<file path="config.mk">
export PLATFORM = sky130hd
export DESIGN_NAME = vga_layer_mixer
export DESIGN_NICKNAME = d
export VERILOG_FILES = /design/src/rtl/vga_pkg.sv /design/src/rtl/vga_delay.sv /design/src/rtl/vga_layer_mixer.sv
export SDC_FILE = /design/constraint.sdc
export NUM_CORES = 1
export LEC_CHECK = 0
export BUFFER_PORTS_ARGS = -buffer_cell sky130_fd_sc_hd__buf_2
export CORE_AREA = 2 2 153 95
export DETAILED_ROUTE_END_ITERATION = 6
export DIE_AREA = 0 0 155 97
export GPL_TIMING_DRIVEN = 1
export MAX_ROUTING_LAYER = met4
export PLACE_DENSITY = 0.46
export SLEW_MARGIN = 10
export SYNTH_ARGS = -nofsm -noshare
export SYNTH_HDL_FRONTEND = slang
export SYNTH_SLANG_ARGS = --single-unit
</file>
<file path="constraint.sdc">
create_clock -name clk -period 2.6 [get_ports clk]
set_input_delay 0.13 -clock clk [delete_from_list [all_inputs] [get_ports clk]]
set_output_delay 0.13 -clock clk [all_outputs]
set_load 0.03 [all_outputs]
</file>
<file path="src/rtl/vga_pkg.sv">
// Shared constants and types for the VGA display path (1024x768 @ 60 Hz, 65 MHz pixel clock).
// Optional shot flash: VGA_MIXER_FLASH_EN.
package vga_pkg;

  localparam int HC_W  = 11;
  localparam int RGB_W = 12;

  // 1024x768 timing shared with vga_timing
  localparam int H_VISIBLE = 1024;
  localparam int H_FRONT   = 24;
  localparam int H_SYNC    = 136;
  localparam int H_BACK    = 160;
  localparam int H_TOTAL   = H_VISIBLE + H_FRONT + H_SYNC + H_BACK;
  localparam int V_VISIBLE = 768;
  localparam int V_FRONT   = 3;
  localparam int V_SYNC    = 6;
  localparam int V_BACK    = 29;
  localparam int V_TOTAL   = V_VISIBLE + V_FRONT + V_SYNC + V_BACK;

  localparam logic [RGB_W-1:0] FLASH_RGB_DEFAULT = 12'hFFF;

  typedef enum logic [1:0] {
    ST_IDLE  = 2'd0,
    ST_ARMED = 2'd1,
    ST_FLASH = 2'd2
  } flash_state_e;

endpackage

</file>
<file path="src/rtl/vga_delay.sv">
// Parametrised width/depth shift register with synchronous active-high reset.
module vga_delay #(
  parameter int WIDTH = 1,
  parameter int DEPTH = 1
) (
  input  logic             clk,
  input  logic             rst,
  input  logic [WIDTH-1:0] i_data,
  output logic [WIDTH-1:0] o_data
);

  logic [WIDTH-1:0] r_pipe [DEPTH];

  always_ff @(posedge clk) begin
    if (rst) begin
      for (int i = 0; i < DEPTH; i++) r_pipe[i] <= '0;
    end else begin
      r_pipe[0] <= i_data;
      for (int i = 1; i < DEPTH; i++) r_pipe[i] <= r_pipe[i-1];
    end
  end

  assign o_data = r_pipe[DEPTH-1];

endmodule

</file>
<file path="src/rtl/vga_layer_mixer.sv">
// Fixed-priority N-layer pixel mixer with frame-synchronous enables and 2-cycle matched timing.
// Optional shot flash FSM built when VGA_MIXER_FLASH_EN is defined.
module vga_layer_mixer #(
  parameter int                   N_LAYERS     = 4,
  parameter int                   RGB_W        = 12,
  parameter int                   HC_W         = 11,
  parameter int                   FLASH_FRAMES = 3,
  parameter logic [RGB_W-1:0]     FLASH_RGB    = 12'hFFF
) (
  input  logic                        clk,
  input  logic                        rst,
  input  logic                        new_frame,
  input  logic [HC_W-1:0]             hcount_i,
  input  logic [HC_W-1:0]             vcount_i,
  input  logic                        hsync_i,
  input  logic                        vsync_i,
  input  logic                        hblnk_i,
  input  logic                        vblnk_i,
  input  logic [N_LAYERS*RGB_W-1:0]   layer_rgb_i,
  input  logic [N_LAYERS-1:0]         layer_opaque_i,
  input  logic [N_LAYERS-1:0]         layer_en_i,
  input  logic                        flash_req,
  output logic [HC_W-1:0]             hcount_o,
  output logic [HC_W-1:0]             vcount_o,
  output logic                        hsync_o,
  output logic                        vsync_o,
  output logic                        hblnk_o,
  output logic                        vblnk_o,
  output logic [RGB_W-1:0]            rgb_o,
  output logic [N_LAYERS-1:0]         en_active_o
);

  import vga_pkg::*;

  localparam int TIM_W = 2*HC_W + 4;

  logic [TIM_W-1:0]          w_timIn;
  logic [TIM_W-1:0]          w_timS1;
  logic [TIM_W-1:0]          w_timS2;
  logic [N_LAYERS*RGB_W-1:0] r_layerRgb;
  logic [N_LAYERS-1:0]       r_layerOpaque;
  logic [N_LAYERS-1:0]       r_enActive;
  logic [RGB_W-1:0]          w_selPix;
  logic                      w_blankS1;
  logic                      w_flash;
  logic [RGB_W-1:0]          r_rgb;

  assign w_timIn = {hcount_i, vcount_i, hsync_i, vsync_i, hblnk_i, vblnk_i};

  vga_delay #(.WIDTH(TIM_W), .DEPTH(1)) u_delayS1 (
    .clk    (clk),
    .rst    (rst),
    .i_data (w_timIn),
    .o_data (w_timS1)
  );

  vga_delay #(.WIDTH(TIM_W), .DEPTH(1)) u_delayS2 (
    .clk    (clk),
    .rst    (rst),
    .i_data (w_timS1),
    .o_data (w_timS2)
  );

  // Enables load together with pixel (0,0), so the whole new frame sees them
  always_ff @(posedge clk) begin
    if (rst) begin
      r_layerRgb    <= '0;
      r_layerOpaque <= '0;
      r_enActive    <= '1;
    end else begin
      r_layerRgb    <= layer_rgb_i;
      r_layerOpaque <= layer_opaque_i;
      if (new_frame) r_enActive <= layer_en_i;
    end
  end

  always_comb begin
    w_selPix = '0;
    for (int k = N_LAYERS-1; k >= 0; k--) begin
      if (r_layerOpaque[k] && r_enActive[k]) w_selPix = r_layerRgb[k*RGB_W +: RGB_W];
    end
  end

  assign w_blankS1 = w_timS1[1] | w_timS1[0];

`ifdef VGA_MIXER_FLASH_EN
  localparam int CNT_W = $clog2(FLASH_FRAMES+1);

  flash_state_e      r_flashState;
  logic [CNT_W-1:0]  r_frameCnt;

  // Requests are only accepted from IDLE; state changes on new_frame align with pixel (0,0)
  always_ff @(posedge clk) begin
    if (rst) begin
      r_flashState <= ST_IDLE;
      r_frameCnt   <= '0;
    end else begin
      case (r_flashState)
        ST_IDLE: begin
          if (flash_req) r_flashState <= ST_ARMED;
        end
        ST_ARMED: begin
          if (new_frame) begin
            r_flashState <= ST_FLASH;
            r_frameCnt   <= '0;
          end
        end
        ST_FLASH: begin
          if (new_frame) begin
            if (r_frameCnt == CNT_W'(FLASH_FRAMES-1)) r_flashState <= ST_IDLE;
            else r_frameCnt <= r_frameCnt + 1'b1;
          end
        end
        default: r_flashState <= ST_IDLE;
      endcase
    end
  end

  assign w_flash = (r_flashState == ST_FLASH);
`else
  logic w_unused_flash;
  assign w_unused_flash = flash_req ^ (^FLASH_RGB) ^ (FLASH_FRAMES == 0);
  assign w_flash        = 1'b0;
`endif

  always_ff @(posedge clk) begin
    if (rst)            r_rgb <= '0;
    else if (w_blankS1) r_rgb <= '0;
    else if (w_flash)   r_rgb <= FLASH_RGB;
    else                r_rgb <= w_selPix;
  end

  assign {hcount_o, vcount_o, hsync_o, vsync_o, hblnk_o, vblnk_o} = w_timS2;
  assign rgb_o       = r_rgb;
  assign en_active_o = r_enActive;

endmodule

</file>
==> flow_summary.toml, run 1 <==
[worst_setup_path]
reg2reg_slack_ps = 1010
cp-start-kind = "flop"
critPathCaptureType = "flop"
r2r_end = "rgb_o[2]$_SDFF_PP0_"
rr_startpoint = "en_active_o[1]$_SDFFE_PP1P_"
r2r.worst_path.cells = 3
cp_data_arrival_time_ps = 1870
cp.required_ps = 2880
worstPathMaxFanout = 24
worstSetupPathType = "reg -> reg"

[logic_synthesis]
ys_ff_latch = 120
syn_area_per_cell_um2 = 11.8
yosysWarningCount = 0
synth_area_um2 = 3740
ys_types = 17
synth_nets = 404
netlist_instances = 318
ys_seq_area_share_pct = 64.2

[grt]
gr-usage-met2_pct = 19.9
grt_use_met3_pct = 4.21
met1_usage_pct = 17.6
first_global_vias = 2849
gr-total-overflow = 0
grt_max_degree = 43
track_usage_pct = 13.5
antenna_found_initial = 0
grt_pass1_wl_um = 14900
grt.busiest_layer = "met2"

[clock_tree]
cts.sinks = 120
clockBufferDepth = 2
clk_pin_slew_ps = 50
root_buffer = "clkbuf_16"
cts_tree = "yes"
cts_buffers = 17
cts_setup_buffers = 0
cts_hold_buf = 82
clk_latency_ps = 400
ctsHtreeMaxLevel = 4
cts.repair.resized = 0

[placed_design]
placed_cell_area_um2 = 4520
place_ws_ps = 1010
port-buffer-count = 126
dp_cells = 603
hpwlAfterDp_um = 6110
place.gp.congestion = 0.736

[routing]
vias = 2833
drt_first_pass_iters = 4
ant_nets = 0
drt-vias-per-instance = 3.97
drt-total-wl_um = 9380
drcViolationCount = 0
post_drt_wl_per_cell_um = 13.1
drt_iter0_markers = 92

[timing]
fin_crit_sh_pct = 61.0
tns_ps = 0
tightest_slew_ps = 953
fin_skew_ps = 6.52
rsz0062_at_grt = "false"
layout_setup_ws_ps = 1010
fmax_ghz = 0.630
slew_headroom_pct = 36.3
setup_viol_count_final = 0
finalHoldViolCount = 0
slew_violations = 0
fin_crit_ps = 1590

[min_path]
min_to = "en_active_o[2]$_SDFFE_PP1P_"
hp-class = "in -> reg"
holdPathStages = 2
worstHoldStart = "new_frame"

[finish]
drive_above_1_share_pct = 31.7
syn2layout_area_growth_pct = 58.5
final_cells = 714
final_common_cell = "buf_2"
layout_common_cells = "buf_2, dfxtp_1, nor2b_1"
nets = 615
finalInstanceArea_um2 = 5930
finish.utilization_pct = 43.9
n_antenna_cell = 0

[pwr]
swShare_pct = 21.3
power_frac_comb_pct = 8.9
p_per_area_nw_per_um2 = 796
internal_power_mw = 3.72
seq_power_share_pct = 41.7
p_leak_nw = 2.57
vdd_drop_max_mv = 0.342
p_switching_mw = 1.00
power_frac_clock_pct = 49.5

[run]
maxCapViolations = 0

[floorplanning]
ios = 128
die_x_um = 155
row_count = 33
start_util_pct = 27.7
core_area_um2 = 13500
fp.dieH_um = 97
die-area_um2 = 15000

[status]
outcome = "finished clean"
-- kinds of logic (layout without fill, tap and decap cells) --
group | count (synthesis) | in the layout | share of synthesized area [%]
AO/OA/AOI/OAI | 41 | 41 | 11.0
buffers and inverters | 32 | 253 | 4.08
flip-flops | 120 | 120 | 64.2
AND/OR/NAND/NOR | 125 | 125 | 20.8
-- power by group through the flow --
stage | Combinational (mW) | Clock (mW) | Sequential [mW]
floorplan | 0.147 | 0 | 2.06
global placement | 0.325 | 0 | 2.01
detailed placement | 0.327 | 0 | 2.01
CTS | 0.423 | 2.40 | 1.97
global route | 0.457 | 2.49 | 1.97
finish | 0.420 | 2.34 | 1.97
-- flip-flops by register name (all words and copies together) (netlist names) --
| signal | cells |
|---|---|
| en_active_o | 4 |
| r_layerOpaque | 4 |
| r_layerRgb | 48 |
| rgb_o | 12 |
| u_delayS1.r_pipe | 26 |
| u_delayS2.r_pipe | 26 |
-- worst max-delay path, stage by stage, from the launching register on --
cell and delay [ps]:
dfxtp_1 310, nand2_1 690, o311a_1 380, o2bb2ai_2 80
-- synthesized netlist by cell type --
cell | n | area [um2]
buf_6 | 3 | 33.8
dfxtp_1 | 120 | 2400
a211o_1 | 4 | 35.0
and2_4 | 1 | 8.76
o21ai_1 | 12 | 60.1
o311a_1 | 12 | 120
nor4_4 | 1 | 21.3
inv_1 | 12 | 45.0
clkbuf_1 | 11 | 41.3
o2bb2ai_2 | 10 | 150
nor2b_1 | 108 | 676
buf_2 | 5 | 25.0
buf_4 | 1 | 7.51
a2111oi_4 | 1 | 27.5
o2bb2ai_1 | 2 | 17.5
nand3_1 | 12 | 60.1
nand2_1 | 3 | 11.3
-- routing by layer --
layer  vias up  routed length, um  share of wire [%]
met5         -                  0                  0
met2        75               4180                 45
met4         0                 93               0.99
met3         7                505                5.4
met1      1298               4600                 49
li1       1453                  -                  -
-- worst max-delay path by stage --
stage | from | endpoint | slack [ps] | cells after the start
2_1_floorplan | en_active_o[3]$_SDFFE_PP1P_ | rgb_o[10]$_SDFF_PP0_ | 1290 | 4
3_3_place_gp | en_active_o[1]$_SDFFE_PP1P_ | rgb_o[1]$_SDFF_PP0_ | 1030 | 3
3_5_place_dp | en_active_o[1]$_SDFFE_PP1P_ | rgb_o[2]$_SDFF_PP0_ | 1010 | 3
4_1_cts | en_active_o[1]$_SDFFE_PP1P_ | rgb_o[2]$_SDFF_PP0_ | 1000 | 3
5_1_grt | u_delayS1.r_pipe[0][0]$_SDFF_PP0_ | rgb_o[3]$_SDFF_PP0_ | 890 | 3
6_report | en_active_o[1]$_SDFFE_PP1P_ | rgb_o[2]$_SDFF_PP0_ | 1010 | 3
-- cell type report --
type / count / area, um2
fillers: 1251 / 7570
inverters: 12 / 45.0
clock inverters: 8 / 123
flip-flops and latches: 120 / 2400
clock buffers: 21 / 470
multi-input cells: 166 / 1190
repair buffers: 212 / 1480
well taps: 175 / 219
-- stage by stage --
| step | power (mW) | hold WS (ps) |
|---|---|---|
| 2_1_floorplan | 2.20 | 248 |
| 3_3_place_gp | 2.33 | 337 |
| 3_5_place_dp | 2.33 | 343 |
| 4_1_cts | 4.79 | 60.5 |
| 5_1_grt | 4.92 | 80.4 |
| 6_report | 4.72 | 72.6 |
Note: power is estimated with default switching activity, not from simulation.
==> run 2, diff against run 1 <==
Clock period 2.6 ns to 1.6 ns, I/O delays scaled along.
==> flow_summary.toml, run 2 (same netlist as run 1, synthesis figures left out) <==
[finish]
reg_top3 = "r_layerRgb x48, u_delayS1.r_pipe x26, u_delayS2.r_pipe x26"
n_antenna_cell = 0
drive_above_1_share_pct = 31.9
final_common_cell = "buf_2"
nets = 624
syn2layout_area_growth_pct = 60.0
largest_register_ffs = 48
largest_register = "r_layerRgb"
layout_common_cells = "buf_2, dfxtp_1, nor2b_1"
fillers = 1296

[floorplanning]
ios = 128
fp.dieH_um = 97
row_count = 33
start_util_pct = 27.7
core_area_um2 = 13500
die_x_um = 155
die-area_um2 = 15000

[clock_tree]
ctsHtreeMaxLevel = 4
cts.sinks = 120
cts_buffers = 17
cts.repair.resized = 0
cts_hold_buf = 87
cts_tree = "yes"
clockBufferDepth = 2
clk_pin_slew_ps = 50
root_buffer = "clkbuf_16"
clk_latency_ps = 410
cts_setup_buffers = 0

[worst_setup_path]
cp.required_ps = 1940
max_stage_delay_ps = 460
cp_slowest_cell = "o311a_1"
cp_data_arrival_time_ps = 1660
cp-start-kind = "flop"
worstPathMaxFanout = 12
critPathCaptureType = "flop"
worstSetupPathType = "reg -> reg"
cp_cell_sequence = "nand2_1 > o311a_1 > o2bb2ai_2"

[timing]
rsz0062_at_grt = "false"
hold_ws_ps = 35.8
setup_viol_count_final = 0
fin_crit_sh_pct = 82.5
fin_skew_ps = 8.87
finalHoldViolCount = 0
fmax_ghz = 0.758
tightest_slew_ps = 576
tns_ps = 0
slew_violations = 0
slew_headroom_pct = 61.5
fin_crit_ps = 1320

[placed_design]
hpwlAfterDp_um = 6320
place.gp.congestion = 0.736
port-buffer-count = 126

[pwr]
p_leak_nw = 2.61
swShare_pct = 22.1
vdd_drop_max_mv = 0.558
power_frac_clock_pct = 48.6
power_frac_comb_pct = 9.3
p_per_area_nw_per_um2 = 1270
p_switching_mw = 1.67
internal_power_mw = 5.90
total_power_mw = 7.58
seq_power_share_pct = 42.1

[grt]
antenna_found_initial = 0
track_usage_pct = 13.8
grt_max_degree = 43
first_global_vias = 2927
gr-total-overflow = 0
grt_pass1_wl_um = 15500

[routing]
vias = 2891
drt-vias-per-instance = 3.99
drt_iter0_markers = 126
ant_nets = 0
drt_first_pass_iters = 4
drcViolationCount = 0
post_drt_wl_per_cell_um = 13.3
drt-total-wl_um = 9620

[run]
maxCapViolations = 0

[min_path]
hp-class = "in -> reg"

[status]
outcome = "finished clean"
==> run 2: stage by stage <==
stage	cell area [um2]	utilization, %	instances	setup WS (ps)
2_1_floorplan	3740	-	318	286
4_1_cts	5990	44.4	724	313
3_5_place_dp	4550	33.7	607	318
3_3_place_gp	4550	33.7	607	350
6_report	5990	44.4	724	281
5_1_grt	5990	44.4	724	208
==> run 2: routing by layer <==
layer | up-vias | GRT usage, % | wire length [um] | share of wire, %
met2 | 80 | 19.6 | 4070 | 42
met5 | - | - | 0 | 0
met4 | 0 | 4.77 | 96 | 1.0
met3 | 11 | 3.94 | 465 | 4.8
met1 | 1327 | 18.7 | 4990 | 52
li1 | 1473 | - | - | -
==> run 2: worst paths after layout <==
check	startpoint	endpoint	slack, ps	cells past startpoint
worst max-delay path	en_active_o[3]$_SDFFE_PP1P_	rgb_o[1]$_SDFF_PP0_	280	3
worst min-delay path	new_frame	en_active_o[1]$_SDFFE_PP1P_	40	2
worst max register to register	en_active_o[3]$_SDFFE_PP1P_	rgb_o[1]$_SDFF_PP0_	280	3
worst min register to register	u_delayS1.r_pipe[0][16]$_SDFF_PP0_	u_delayS2.r_pipe[0][16]$_SDFF_PP0_	430	1
==> run 2: area by class of cell <==
cell class	count	area, um2	area share, %
Sequential cell	120	2400	40.1
Clock inverter	8	97.6	1.63
Tap cell	175	219	3.66
Multi-Input combinational cell	166	1190	19.8
Inverter	12	45.0	0.752
Timing Repair Buffer	221	1560	26.1
Clock buffer	22	474	7.92
==> run 2: power groups by stage <==
stage	registers [mW]	logic (mW)	clock network, mW
finish	3.19	0.705	3.68
global route	3.21	0.769	3.93
CTS	3.19	0.711	3.79
detailed placement	3.26	0.545	0
global placement	3.26	0.538	0
floorplan	3.34	0.238	0
==> run 2: worst max-delay path: cells and delay by family (launching register included) <==
kind,cells,cell delay (ps)
AOI/OAI and AO/OA,2,590
DFF,1,330
and+or+nand+nor,1,340
